**config.mk**
```make
export PLATFORM = sky130hd
export DESIGN_NAME = ioctl_stream_master
export DESIGN_NICKNAME = d
export VERILOG_FILES = /design/src/rtl/ioctl_stream_master.sv
export SDC_FILE = /design/constraint.sdc
export NUM_CORES = 1
export LEC_CHECK = 0
export ABC_AREA = 1
export ABC_CLOCK_PERIOD_IN_PS = 3300
export BUFFER_PORTS_ARGS = -buffer_cell sky130_fd_sc_hd__buf_2
export CELL_PAD_IN_SITES_DETAIL_PLACEMENT = 0
export CELL_PAD_IN_SITES_GLOBAL_PLACEMENT = 2
export CORE_UTILIZATION = 34
export CTS_CLUSTER_DIAMETER = 100
export CTS_CLUSTER_SIZE = 16
export DETAILED_ROUTE_END_ITERATION = 8
export HOLD_SLACK_MARGIN = 0.08
export PLACE_DENSITY_LB_ADDON = 0.1
export SYNTH_ARGS = -nofsm -noshare
export SYNTH_HDL_FRONTEND = slang
export SYNTH_SLANG_ARGS = --single-unit
```
**constraint.sdc**
```tcl
create_clock -name clk_48 -period 3.3 [get_ports clk_48]
set_clock_uncertainty 0.05 [all_clocks]
set_input_delay 0.495 -clock clk_48 [delete_from_list [all_inputs] [get_ports clk_48]]
set_output_delay 0.495 -clock clk_48 [all_outputs]
set_load 0.01 [all_outputs]
```
**src/rtl/ioctl_stream_master.sv**
```systemverilog
// ioctl_stream_master: initiator side of the core's ioctl download port.
// Streams a byte image from a request/valid byte source into the core: opens
// the ioctl_download window, waits SETUP_CYC cycles, then per byte fetches
// from the source, waits out ioctl_wait, strobes ioctl_wr once and idles
// GAP_CYC cycles. The window is held TAIL_CYC cycles after the last byte.
//
// Optional feature (macro IOCTL_STREAM_VERIFY_EN): after the window closes,
// every offset is refetched and compared against the core's ioctl_din
// readback; mismatches are counted in err_cnt (saturating). Without the
// macro err_cnt is tied to 0 and ioctl_din is ignored.
//
// Ports:
//   clk_48, reset_n             clock, asynchronous active-low reset
//   start, index, length        transfer request (sampled in IDLE only)
//   busy, done                  transfer status / end-of-transfer pulse
//   src_req, src_addr           byte fetch request to the source
//   src_valid, src_data         source response
//   ioctl_download/index/wr/addr/dout   ioctl initiator outputs
//   ioctl_wait                  core back-pressure
//   ioctl_din, err_cnt          readback and mismatch count (verify feature)
module ioctl_stream_master #(
    parameter int unsigned ADDR_W    = 25,
    parameter int unsigned SETUP_CYC = 4,
    parameter int unsigned GAP_CYC   = 2,
    parameter int unsigned TAIL_CYC  = 4
) (
    input  logic              clk_48,
    input  logic              reset_n,
    input  logic              start,
    input  logic [7:0]        index,
    input  logic [ADDR_W-1:0] length,
    output logic              busy,
    output logic              done,
    output logic              src_req,
    output logic [ADDR_W-1:0] src_addr,
    input  logic              src_valid,
    input  logic [7:0]        src_data,
    output logic              ioctl_download,
    output logic [7:0]        ioctl_index,
    output logic              ioctl_wr,
    output logic [ADDR_W-1:0] ioctl_addr,
    output logic [7:0]        ioctl_dout,
    input  logic              ioctl_wait,
    input  logic [7:0]        ioctl_din,
    output logic [15:0]       err_cnt
);

    localparam int unsigned CNT_W = 8;
    localparam int unsigned ERR_W = 16;

`ifdef IOCTL_STREAM_VERIFY_EN
    typedef enum logic [3:0] {
        S_IDLE, S_SETUP, S_FETCH, S_WAIT_SRC, S_WRITE, S_GAP, S_TAIL,
        S_VFETCH, S_VWAIT, S_VADDR, S_VCMP
    } state_t;
`else
    typedef enum logic [3:0] {
        S_IDLE, S_SETUP, S_FETCH, S_WAIT_SRC, S_WRITE, S_GAP, S_TAIL
    } state_t;
`endif

    state_t            state_q, state_d;
    logic [CNT_W-1:0]  cnt_q, cnt_d;
    logic [ADDR_W-1:0] off_q, off_d;
    logic [ADDR_W-1:0] len_q, len_d;
    logic [7:0]        byte_q, byte_d;
    logic              busy_q, busy_d;
    logic              done_q, done_d;
    logic              src_req_q, src_req_d;
    logic [ADDR_W-1:0] src_addr_q, src_addr_d;
    logic              dl_q, dl_d;
    logic [7:0]        idx_q, idx_d;
    logic              wr_q, wr_d;
    logic [ADDR_W-1:0] addr_q, addr_d;
    logic [7:0]        dout_q, dout_d;
    logic              last_c;

`ifdef IOCTL_STREAM_VERIFY_EN
    logic [ERR_W-1:0]  err_q, err_d;
`endif

    // Current offset is the final byte; off_q < len_q so the +1 cannot wrap.
    assign last_c = ((off_q + ADDR_W'(1)) == len_q);

    // State and output registers.
    always_ff @(posedge clk_48 or negedge reset_n) begin
        if (!reset_n) begin
            state_q    <= S_IDLE;
            cnt_q      <= '0;
            off_q      <= '0;
            len_q      <= '0;
            byte_q     <= '0;
            busy_q     <= 1'b0;
            done_q     <= 1'b0;
            src_req_q  <= 1'b0;
            src_addr_q <= '0;
            dl_q       <= 1'b0;
            idx_q      <= '0;
            wr_q       <= 1'b0;
            addr_q     <= '0;
            dout_q     <= '0;
`ifdef IOCTL_STREAM_VERIFY_EN
            err_q      <= '0;
`endif
        end else begin
            state_q    <= state_d;
            cnt_q      <= cnt_d;
            off_q      <= off_d;
            len_q      <= len_d;
            byte_q     <= byte_d;
            busy_q     <= busy_d;
            done_q     <= done_d;
            src_req_q  <= src_req_d;
            src_addr_q <= src_addr_d;
            dl_q       <= dl_d;
            idx_q      <= idx_d;
            wr_q       <= wr_d;
            addr_q     <= addr_d;
            dout_q     <= dout_d;
`ifdef IOCTL_STREAM_VERIFY_EN
            err_q      <= err_d;
`endif
        end
    end

    // Next-state and registered-output logic.
    always_comb begin
        state_d    = state_q;
        cnt_d      = cnt_q;
        off_d      = off_q;
        len_d      = len_q;
        byte_d     = byte_q;
        busy_d     = busy_q;
        done_d     = 1'b0;
        src_req_d  = 1'b0;
        src_addr_d = src_addr_q;
        dl_d       = dl_q;
        idx_d      = idx_q;
        wr_d       = 1'b0;
        addr_d     = addr_q;
        dout_d     = dout_q;
`ifdef IOCTL_STREAM_VERIFY_EN
        err_d      = err_q;
`endif

        unique case (state_q)
            S_IDLE: begin
                if (start) begin
                    idx_d   = index;
                    len_d   = length;
                    busy_d  = 1'b1;
                    dl_d    = 1'b1;
                    cnt_d   = '0;
                    off_d   = '0;
                    state_d = S_SETUP;
`ifdef IOCTL_STREAM_VERIFY_EN
                    err_d   = '0;
`endif
                end
            end

            S_SETUP: begin
                if (cnt_q == CNT_W'(SETUP_CYC - 1)) begin
                    cnt_d   = '0;
                    state_d = (len_q == '0) ? S_TAIL : S_FETCH;
                end else begin
                    cnt_d = cnt_q + CNT_W'(1);
                end
            end

            S_FETCH: begin
                src_req_d  = 1'b1;
                src_addr_d = off_q;
                state_d    = S_WAIT_SRC;
            end

            S_WAIT_SRC: begin
                if (src_valid) begin
                    byte_d  = src_data;
                    state_d = S_WRITE;
                end
            end

            // Strobe is registered, so wait rising during the strobe cycle
            // itself cannot cancel it.
            S_WRITE: begin
                if (!ioctl_wait) begin
                    wr_d   = 1'b1;
                    addr_d = off_q;
                    dout_d = byte_q;
                    cnt_d  = '0;
                    if (GAP_CYC == 0) begin
                        if (last_c) begin
                            state_d = S_TAIL;
                        end else begin
                            off_d   = off_q + ADDR_W'(1);
                            state_d = S_FETCH;
                        end
                    end else begin
                        state_d = S_GAP;
                    end
                end
            end

            // The strobe cycle is the first gap cycle.
            S_GAP: begin
                if (cnt_q == CNT_W'(GAP_CYC - 1)) begin
                    cnt_d = '0;
                    if (last_c) begin
                        state_d = S_TAIL;
                    end else begin
                        off_d   = off_q + ADDR_W'(1);
                        state_d = S_FETCH;
                    end
                end else begin
                    cnt_d = cnt_q + CNT_W'(1);
                end
            end

            S_TAIL: begin
                if (cnt_q == CNT_W'(TAIL_CYC - 1)) begin
                    cnt_d = '0;
                    dl_d  = 1'b0;
`ifdef IOCTL_STREAM_VERIFY_EN
                    if (len_q != '0) begin
                        off_d   = '0;
                        state_d = S_VFETCH;
                    end else begin
                        done_d  = 1'b1;
                        busy_d  = 1'b0;
                        state_d = S_IDLE;
                    end
`else
                    done_d  = 1'b1;
                    busy_d  = 1'b0;
                    state_d = S_IDLE;
`endif
                end else begin
                    cnt_d = cnt_q + CNT_W'(1);
                end
            end

`ifdef IOCTL_STREAM_VERIFY_EN
            S_VFETCH: begin
                src_req_d  = 1'b1;
                src_addr_d = off_q;
                state_d    = S_VWAIT;
            end

            // Present the readback address as soon as the reference byte lands.
            S_VWAIT: begin
                if (src_valid) begin
                    byte_d  = src_data;
                    addr_d  = off_q;
                    state_d = S_VADDR;
                end
            end

            // Address visible this cycle; the core answers in the next one.
            S_VADDR: begin
                state_d = S_VCMP;
            end

            S_VCMP: begin
                if ((ioctl_din != byte_q) && (err_q != {ERR_W{1'b1}})) begin
                    err_d = err_q + ERR_W'(1);
                end
                if (last_c) begin
                    done_d  = 1'b1;
                    busy_d  = 1'b0;
                    state_d = S_IDLE;
                end else begin
                    off_d   = off_q + ADDR_W'(1);
                    state_d = S_VFETCH;
                end
            end
`endif

            default: begin
                state_d = S_IDLE;
            end
        endcase
    end

    assign busy           = busy_q;
    assign done           = done_q;
    assign src_req        = src_req_q;
    assign src_addr       = src_addr_q;
    assign ioctl_download = dl_q;
    assign ioctl_index    = idx_q;
    assign ioctl_wr       = wr_q;
    assign ioctl_addr     = addr_q;
    assign ioctl_dout     = dout_q;

`ifdef IOCTL_STREAM_VERIFY_EN
    assign err_cnt = err_q;
`else
    logic unused_din;
    assign unused_din = ^ioctl_din;
    assign err_cnt    = '0;
`endif

endmodule

```
==> results.cfg <==
[synth]
synthTopCellsByArea = dfrtp_1 50%, nand2_1 17%, nand3_1 5.0%
async_flop_share_pct = 100
synth_cell_type_count = 34
synthCells = 893
avgSynthCellArea_sq_um = 7.86
yosys_warnings = 0
synth_area_sq_um = 7020
ys_seq_elements = 139
synth.top_cell.area_share_pct = 49.6
synth.yosys.seq_area_share_pct = 49.6
synth_common_cells = 316 x nand2_1, 139 x dfrtp_1, 78 x inv_1
yosysTopAreaCell = dfrtp_1
synth-edff-count = 0
synth_most_common_cell = nand2_1
synth_ff_type = dfrtp_1

[critical_path]
crit_top_cell = nand2_1
path_class = flop to flop
crit_path_max_fanout = 25
worstPathArrival_ns = 3.16
reg2reg_to = off_q[19]$_DFFE_PN0P_
r2r-start = off_q[1]$_DFFE_PN0P_
worstSetupStartpointType = flop
required_ns = 3.61
path_cells = ha_1, nand2_2, nor2_4, nand2_1, nor2_2, nand3_1, nand3_1, nand2_1, nor2_1, nand2_1, nor2_1, nand2_1, nand2_2, nand2_4, nand2_4, nand2_1, nand2_1
r2r_setup_slack_ns = 0.45
slowest_delay_ns = 0.43
reg2regPathDepth = 17
slowest_stage = dfrtp_1
worst_setup_path_end_kind = flop

[power_and_ir_drop]
p_per_area_nw_per_um2 = 794
power.leakage_nw = 4.17
ir_worst_vdd_mv = 0.364

[cts]
clkSinkCount = 139
htree_levels = 4
clk_pin_slew_ns = 0.06
cts_tree = yes
cts_buffers = 17
clock_latency_ns = 0.42
postCtsSetupBuffers = 0
clk_path_buf_depth = 2
root_buffer = clkbuf_16

[run_status]
status = completed

[sta]
tns_ns = 0
max_freq_ghz = 0.351
setup_violations = 0
slew_headroom_pct = 61.0
final_hold_viol_count = 0
finalMaxSlewViolations = 0
holdWs_ns = 0.216
worst_slew_pin_slew_ns = 0.585
rsz0062_at_grt = false
period_needed_ns = 2.85
period_share_pct = 86.4

[route]
vias = 5930
finalWirelength_microns = 19300
ant_nets = 0
dr.pass1.iters = 5
routed_via_density = 4.57
initialDrtViolationCount = 329
drc_errors = 0
wl_per_cell_microns = 14.8

[global_route]
grt_util_all_layers_pct = 19.3
grt_pass1_vias = 5827
busiest_layer = met2
grt_max_degree = 59
grt_overflow = 0
grtUsageMet3_pct = 3.92
antenna_found_initial = 0
met1_usage_pct = 28.0
grt_pass1_wl_microns = 31800
met2_usage_pct = 28.6

[die]
die_h_microns = 146
fp.dieW_microns = 146
start_util_pct = 34.7
core-area_sq_um = 20200
rows = 52
dieArea_sq_um = 21200
ioPinCount = 141

[cells_and_area]
drive_gt1_share_pct = 19.1
diodes = 0
syn_to_final_growth_pct = 21.9
nNetsFinal = 1073
finish.utilization_pct = 42.3

[place]
io_buffers = 116
dp_hpwl_microns = 14200
finalWeightedCongestion = 0.802

[hold_path]
holdPathEnd = ioctl_index[5]$_DFFE_PN0P_
worstHoldStart = index[5]
min_path_cells = 3
hp-class = input pin to flop

[flow_run]
timing.max_cap.violations = 0
-- cell usage in the layout, fill, tap and decap left out, types with 2 or more instances in the layout --
cell and count:
nand2_1 316, dfrtp_1 139, buf_2 115, inv_1 78, nor2_1 75, nand3_1 70, o21ai_0 44, o21a_1 25
mux2_2 18, a21oi_1 17, clkbuf_16 17, conb_1 16, buf_4 14, nand4_1 11, nand3b_1 8, nor3_1 5
o21ai_1 5, nor4_1 5, bufinv_16 5, clkinvlp_4 5, nor2_4 4, nand2_2 4, o22ai_1 4, xor2_1 3
nor2_2 3, ha_1 3, inv_2 2, nand2_4 2, inv_6 2
-- metrics by stage --
step                      std cells  area, sq um  setup WS (ns)  power (mW)
after global placement         1266         7890          0.414        4.70
after floorplan                 908         7080           1.06        3.89
after CTS                      1299         8550          0.399        6.89
after detailed placement       1266         7890          0.412        4.71
final                          1299         8550          0.448        6.79
after global routing           1299         8550          0.136        7.27
-- routing by layer --
layer,wire length (microns),vias to the layer above
met5,0,-
met4,238,0
met3,905,18
met2,8140,134
met1,10000,2698
li1,-,3080
-- where the power goes --
group / total, mW / internal [mW] / switching [mW] / leakage (nW)
combinational: 2.10 / 0.814 / 1.29 / 2.07
sequential: 2.55 / 2.20 / 0.352 / 1.80
clock: 2.14 / 1.37 / 0.775 / 0.302
total: 6.79 / 4.38 / 2.41 / 4.17
-- cell families after synthesis --
| logic type | share of synthesized area [%] |
|---|---|
| compound gates | 7.83 |
| xor+xnor | 0.820 |
| fa+ha+maj | 0.535 |
| buf+inv | 7.81 |
| flops | 49.6 |
| mux | 2.89 |
| other cells | 0.0534 |
| simple gates | 30.5 |
-- sequential cells by signal (all words and copies together) (netlist names), 3 cells and up --
name	flops
ioctl_index	8
cnt_q	8
ioctl_addr	25
ioctl_dout	8
len_q	25
state_q	3
off_q	25
src_addr	25
byte_q	8
-- layout make-up --
cell class	instances	area, sq um
clock buffer	19	443
clock inverter	13	214
inverter	81	304
tap	270	338
fill	2160	11700
timing repair buffer	132	722
multi-input combinational	645	3050
sequential	139	3480
-- critical path, delay by kind of cell, from the launching register on --
kind | cells | cell delay (ns)
adder cells (fa/ha/maj) | 1 | 0.24
flip-flops | 1 | 0.43
AND/OR/NAND/NOR | 16 | 2.04
-- repair_timing --
action | in CTS | in global routing
hold buffers | 1 | 0
resized for setup | 0 | 0
endpoints found under the hold margin | 54 | 0
-- worst max path at each step --
stage | startpoint | end | slack (ns)
6_report | off_q[1]$_DFFE_PN0P_ | off_q[19]$_DFFE_PN0P_ | 0.45
5_1_grt | off_q[1]$_DFFE_PN0P_ | off_q[12]$_DFFE_PN0P_ | 0.14
4_1_cts | off_q[1]$_DFFE_PN0P_ | off_q[19]$_DFFE_PN0P_ | 0.40
3_5_place_dp | off_q[1]$_DFFE_PN0P_ | off_q[19]$_DFFE_PN0P_ | 0.41
3_3_place_gp | off_q[1]$_DFFE_PN0P_ | off_q[0]$_DFFE_PN0P_ | 0.41
2_1_floorplan | off_q[0]$_DFFE_PN0P_ | off_q[10]$_DFFE_PN0P_ | 1.06
No activity file was read; power rests on OpenSTA's default activity.
